===== config.mk =====
export PLATFORM = sky130hd
export DESIGN_NAME = alu_issue
export DESIGN_NICKNAME = d
export VERILOG_FILES = /design/src/rtl/alu_issue.sv
export SDC_FILE = /design/constraint.sdc
export NUM_CORES = 1
export LEC_CHECK = 0
export CORE_MARGIN = 4
export CORE_UTILIZATION = 40
export CTS_CLUSTER_DIAMETER = 30
export DETAILED_ROUTE_END_ITERATION = 8
export MAX_ROUTING_LAYER = met4
export PLACE_DENSITY = 0.83
export SLEW_MARGIN = 30
export SYNTH_ARGS = -nofsm -noshare
export SYNTH_HDL_FRONTEND = slang
export SYNTH_SLANG_ARGS = --single-unit

===== constraint.sdc =====
create_clock -name clk -period 4.75 [get_ports clk]
set_input_delay 0.475 -clock clk [delete_from_list [all_inputs] [get_ports clk]]
set_output_delay 0.475 -clock clk [all_outputs]
set_load 0.05 [all_outputs]

===== src/rtl/alu_issue.sv =====
// alu_issue: two-stage issue/capture front end for the external ALU.
// Stage D holds the decoded ALU operation; stage R captures the ALU result
// and presents it, with rd and the illegal flag, to writeback.

package alu_issue_pkg;

  localparam int unsigned XLEN   = 32;
  localparam int unsigned OPC_W  = 4;
  localparam int unsigned RIDX_W = 5;

  // ALU operation encodings; AND is 0 so a cleared op register reads as AND.
  typedef enum logic [OPC_W-1:0] {
    ALU_AND = 4'd0,
    ALU_OR  = 4'd1,
    ALU_ADD = 4'd2,
    ALU_SUB = 4'd6
  } alu_opcode_e;

  // Operation bundle presented to the ALU.
  typedef struct packed {
    alu_opcode_e       opcode;
    logic [XLEN-1:0]   a;
    logic [XLEN-1:0]   b;
  } alu_op_t;

endpackage

module alu_issue
  import alu_issue_pkg::*;
(
  input  logic                clk,
  input  logic                rst,
  input  logic                in_valid,
  output logic                in_ready,
  input  logic [XLEN-1:0]     instr,
  input  logic [XLEN-1:0]     rs1_val,
  input  logic [XLEN-1:0]     rs2_val,
  output alu_op_t             alu_op,
  input  logic [XLEN-1:0]     alu_result,
  input  logic                alu_zero,
  output logic                out_valid,
  input  logic                out_ready,
  output logic [XLEN-1:0]     out_result,
  output logic                out_zero,
  output logic [RIDX_W-1:0]   out_rd,
  output logic                out_illegal
);

  localparam logic [6:0] OPC_R   = 7'b0110011;
  localparam logic [6:0] OPC_I   = 7'b0010011;
  localparam logic [2:0] F3_ADD  = 3'b000;
  localparam logic [2:0] F3_AND  = 3'b111;
  localparam logic [2:0] F3_OR   = 3'b110;
  localparam logic [6:0] F7_BASE = 7'b0000000;
  localparam logic [6:0] F7_ALT  = 7'b0100000;

  // Instruction fields
  logic [6:0]        opcode;
  logic [2:0]        funct3;
  logic [6:0]        funct7;
  logic [RIDX_W-1:0] rd;
  logic [XLEN-1:0]   imm_sext;

  assign opcode   = instr[6:0];
  assign funct3   = instr[14:12];
  assign funct7   = instr[31:25];
  assign rd       = instr[11:7];
  assign imm_sext = {{(XLEN-12){instr[31]}}, instr[31:20]};

  // Decoded operation for the incoming instruction
  alu_op_t dec_op;
  logic    dec_illegal;

  // Stage D registers
  logic              d_valid_q,   d_valid_d;
  alu_op_t           d_op_q,      d_op_d;
  logic [RIDX_W-1:0] d_rd_q,      d_rd_d;
  logic              d_illegal_q, d_illegal_d;

  // Stage R registers
  logic              r_valid_q,   r_valid_d;
  logic [XLEN-1:0]   r_result_q,  r_result_d;
  logic              r_zero_q,    r_zero_d;
  logic [RIDX_W-1:0] r_rd_q,      r_rd_d;
  logic              r_illegal_q, r_illegal_d;

  // Handshake control
  logic r_load_c;
  logic d_load_c;

  // Decode: map supported R/I arithmetic ops; anything else becomes ADD 0,0 flagged illegal.
  always_comb begin
    dec_op      = '{opcode: ALU_ADD, a: '0, b: '0};
    dec_illegal = 1'b1;
    case (opcode)
      OPC_R: begin
        if (funct7 == F7_BASE && funct3 == F3_ADD) begin
          dec_op      = '{opcode: ALU_ADD, a: rs1_val, b: rs2_val};
          dec_illegal = 1'b0;
        end else if (funct7 == F7_ALT && funct3 == F3_ADD) begin
          dec_op      = '{opcode: ALU_SUB, a: rs1_val, b: rs2_val};
          dec_illegal = 1'b0;
        end else if (funct7 == F7_BASE && funct3 == F3_AND) begin
          dec_op      = '{opcode: ALU_AND, a: rs1_val, b: rs2_val};
          dec_illegal = 1'b0;
        end else if (funct7 == F7_BASE && funct3 == F3_OR) begin
          dec_op      = '{opcode: ALU_OR, a: rs1_val, b: rs2_val};
          dec_illegal = 1'b0;
        end
      end
      OPC_I: begin
        case (funct3)
          F3_ADD: begin
            dec_op      = '{opcode: ALU_ADD, a: rs1_val, b: imm_sext};
            dec_illegal = 1'b0;
          end
          F3_AND: begin
            dec_op      = '{opcode: ALU_AND, a: rs1_val, b: imm_sext};
            dec_illegal = 1'b0;
          end
          F3_OR: begin
            dec_op      = '{opcode: ALU_OR, a: rs1_val, b: imm_sext};
            dec_illegal = 1'b0;
          end
          default: begin
            dec_op      = '{opcode: ALU_ADD, a: '0, b: '0};
            dec_illegal = 1'b1;
          end
        endcase
      end
      default: begin
        dec_op      = '{opcode: ALU_ADD, a: '0, b: '0};
        dec_illegal = 1'b1;
      end
    endcase
  end

  // Advance control: R drains into writeback, D drains into R, input fills D.
  always_comb begin
    r_load_c = d_valid_q && (!r_valid_q || out_ready);
    in_ready = !d_valid_q || r_load_c;
    d_load_c = in_valid && in_ready;
  end

  // Next-state for both stages; registers hold unless loaded or drained.
  always_comb begin
    d_valid_d   = d_valid_q;
    d_op_d      = d_op_q;
    d_rd_d      = d_rd_q;
    d_illegal_d = d_illegal_q;
    r_valid_d   = r_valid_q;
    r_result_d  = r_result_q;
    r_zero_d    = r_zero_q;
    r_rd_d      = r_rd_q;
    r_illegal_d = r_illegal_q;

    if (r_load_c) begin
      r_valid_d   = 1'b1;
      r_result_d  = alu_result;
      r_zero_d    = alu_zero;
      r_rd_d      = d_rd_q;
      r_illegal_d = d_illegal_q;
    end else if (out_ready) begin
      r_valid_d   = 1'b0;
    end

    if (d_load_c) begin
      d_valid_d   = 1'b1;
      d_op_d      = dec_op;
      d_rd_d      = rd;
      d_illegal_d = dec_illegal;
    end else if (r_load_c) begin
      d_valid_d   = 1'b0;
    end
  end

  // Pipeline registers with asynchronous clear; in-flight work is dropped on reset.
  always_ff @(posedge clk or posedge rst) begin
    if (rst) begin
      d_valid_q   <= 1'b0;
      d_op_q      <= '0;
      d_rd_q      <= '0;
      d_illegal_q <= 1'b0;
      r_valid_q   <= 1'b0;
      r_result_q  <= '0;
      r_zero_q    <= 1'b0;
      r_rd_q      <= '0;
      r_illegal_q <= 1'b0;
    end else begin
      d_valid_q   <= d_valid_d;
      d_op_q      <= d_op_d;
      d_rd_q      <= d_rd_d;
      d_illegal_q <= d_illegal_d;
      r_valid_q   <= r_valid_d;
      r_result_q  <= r_result_d;
      r_zero_q    <= r_zero_d;
      r_rd_q      <= r_rd_d;
      r_illegal_q <= r_illegal_d;
    end
  end

  assign alu_op      = d_op_q;
  assign out_valid   = r_valid_q;
  assign out_result  = r_result_q;
  assign out_zero    = r_zero_q;
  assign out_rd      = r_rd_q;
  assign out_illegal = r_illegal_q;

endmodule


==> results.txt <==
The flow ran to the end, and the final reports show no timing, DRC or antenna violations. The layout cell share with drive strength beyond 1 is between 10% and 20%. The summed instance area of the synthesized netlist is 4840 um^2. At the end of routability-driven placement, the weighted congestion stood at around 0.81. The share of synthesized cell area in full adder, half adder and majority cells came out at 0%. The count of clock tree sinks came out at 114.

The width of the chip is 118 um. The tool flagged a number of max-cap violations equal to 0. The total global routing track utilization came out at 21.8%. The post-placement cell count is 786. The final count of hold timing violations is 0. The worst-case setup margin in the final layout came out at 2.22 ns. The row count came out at 39.

The basic-gate share of the synthesized area counting and, or, nand and nor cells is 15.6%. Measured against its own limit, the worst slew margin works out to 53.2%. The half-perimeter wire length after placement came out at 10,700 um. The total vias in the final route came out at 4,237. The final standard cell count with taps included and fillers excluded is 816. Setup repair after global routing left no endpoint under its margin. The highest clock rate is 395 MHz. The count of warnings emitted by yosys is 0. The largest clock skew in the final design is 0.00679 ns. The total DRC errors in the routed layout came out at 0.

After synthesis the netlist holds a flip-flop and latch count of between 100 and 150. The slew at the pin with the worst max-slew slack came out at 0.702 ns. The region available for standard cell placement spans between 10,000 and 15,000 um^2.

The pin count of the biggest net entering global routing came out at 50. In this run, the number of DRC markers left after iteration 0 of detailed routing was 212. The average cell area after synthesis is 11.2 um^2. The worst setup timing slack at the placement stage is 2.08 ns.

For the final routed database, the setup TNS stands at 0 ns. The first-pass GRT wire length came out at 23,700 um. The arrival time of the worst setup path is 2.06 ns.

The number of distinct library cells after synthesis is 35. The worst setup slack for register-to-register paths is between 2 and 3 ns. The number of levels in the clock H-tree came out at 4. The power density over cell area is between 400 and 500 nW/um^2.

The count of port buffers added during placement came out at approximately 240. The worst path uses between 50% and 60% of the clock period. The net count of the mapped netlist came out at 565. For the worst setup path, the data required time is 4.28 ns. Clock-pin slew was measured on the worst setup and hold paths at ~0.050 ns. The peak fanout along the critical path came out at 5. The worst setup path is launched from a primary input. The area growth from synthesis to final layout came out at 61.6%. No sink is reached through more buffers than the 2 on the longest clock path. The number of flops mapped to enable cells by yosys is 0. The main combinational cell family by area after synthesis is simple AND/OR/NAND/NOR gates. The worst setup path is captured at an output pin. The post-route antenna net violation count came out at 0. The count of nets after finishing came out at 795. The filler cells instantiated in the layout total 909.

For the worst-skew pair, the clock arrives at the later sink with an insertion delay of 0.40 ns. The average via count per standard cell is 5.19. The initial antenna violation count came out at 0. The total clock buffers created by CTS came out at 17. The share of synthesized registers carrying an async set or reset is between 90% and 100%. The type of the worst min-delay path is reg2reg. The minimum clock period after layout came out at 2.53 ns. After clock tree synthesis, the setup repair step added 0 buffers. Dividing the detail-routed wire length by the instance count gives about 18 um. The number of top-level design ports is around 240. The floorplan die area is 13,900 um^2. The wire length reported by the detailed router came out at 14,800 um. The tree is rooted in a clkbuf_16. Once the floorplan was initialized, standard cells occupied 41.7% of the core. Among all flip-flop cells after synthesis, the most frequent one is dfrtp_1. TritonCTS built the clock tree. The fraction of the mapped netlist area in compound gates is 12.0%. The floorplan step set the die height to 118 um.

The share of the Yosys chip area taken by registers is 58.9%. In this run the static leakage power is 3.22 nW. The global route total overflow is 0. The final number of max-transition violations is 0. The via count of the first global-routing pass came to around 4.6k. The total iterations of the first detailed-routing run came out at 5. The parity-gate share of the synthesized area counting xor and xnor cells came out at 0%. The worst ir drop on vdd came out at 0.184 mV. The count of mapped cells out of synthesis is 432.

The setup path with the least slack is of type in2out. The number of endpoints failing setup at the final stage is 0. For this run, the share of the core covered by cells in the final layout is 67.4%. The post-cts gate resize count is 0.

The number of inserted diodes is 0. The multiplexer share of the synthesized area came out at 9.07%. The number of buffers added to fix hold violations after cts is 0.
## metrics by stage
stage               hold WS [ns]  total power, mW  area [um^2]
detailed placement         0.459             2.13         7300
finish                     0.472             3.24         7830
global route               0.479             3.37         7830
global placement           0.455             2.11         7270
CTS                        0.471             3.27         7830
floorplan                  0.442             1.74         4840
## cell families after synthesis
group,count (synthesis)
buffers and inverters,37
AOI/OAI and AO/OA,85
muxes,39
DFF,114
other,1
and+or+nand+nor,156
## layout by cell type (no fill, tap or decap), drive strengths merged, types with 2 or more instances in the layout
cell type,count
a32o,12
clkdlybuf4s50,235
a21oi,53
clkinvlp,5
inv,3
o21ai,3
buf,10
clkbuf,19
nor2b,11
nand2,86
nand2b,3
a31o,11
a31oi,2
mux2,39
clkinv,5
nand4,21
dfrtp,114
nor2,24
## cell usage after synthesis (all sizes together) (2+ instances only)
| cell | number | area [um^2] |
|---|---|---|
| a21oi | 53 | 303 |
| a31o | 11 | 96.4 |
| a31oi | 2 | 12.5 |
| a32o | 12 | 120 |
| buf | 16 | 129 |
| clkbuf | 18 | 67.6 |
| dfrtp | 114 | 2850 |
| inv | 3 | 11.3 |
| mux2 | 39 | 439 |
| nand2 | 86 | 323 |
| nand2b | 3 | 18.8 |
| nand4 | 21 | 131 |
| nor2 | 24 | 90.1 |
| nor2b | 11 | 68.8 |
| o21ai | 3 | 15.0 |
## sequential cells by signal, summed over array words and instances, names as in the netlist
signal,flops
out_rd,5
out_illegal,1
out_zero,1
d_illegal_q,1
d_valid_q,1
out_valid,1
d_rd_q,5
alu_op,67
out_result,32
## area by class of cell
class                      count  area [um^2]  area share, %
clock buffer                  19          433           5.53
timing repair buffer         245         2440           31.2
inverter                       3         13.8          0.176
multi-input combinational    281         1820           23.2
sequential                   114         2850           36.5
tap                          143          179           2.29
clock inverter                11         92.6           1.18
## worst max-delay path, cell delays in order
cell,delay [ns]
clkdlybuf4s50_1,0.47
nand3b_1,0.23
clkdlybuf4s50_1,0.87
## power breakdown
part	switching (mW)	total, mW	internal (mW)	leakage, nW
Sequential	0.0599	1.15	1.09	1.42
Combinational	0.599	0.964	0.366	1.56
Clock	0.426	1.13	0.705	0.246
## worst paths after layout
kind                                   from          end  cells past startpoint
worst max-delay path              out_ready     in_ready                      3
worst min-delay path            d_illegal_q  d_illegal_q                      1
worst max register to register    out_valid   alu_op[38]                      5
worst min register to register  d_illegal_q  d_illegal_q                      1
max in group asynchronous               rst   alu_op[62]                      3
min in group asynchronous               rst   alu_op[57]                      2
## layer usage
layer	track usage, %	up-vias	share of wire, %
met3	6.15	34	6.2
met4	9.23	0	2.6
met5	-	-	0
li1	-	1956	-
met2	36.0	195	51
met1	25.1	2052	40
(Power assumes the default switching activity.)
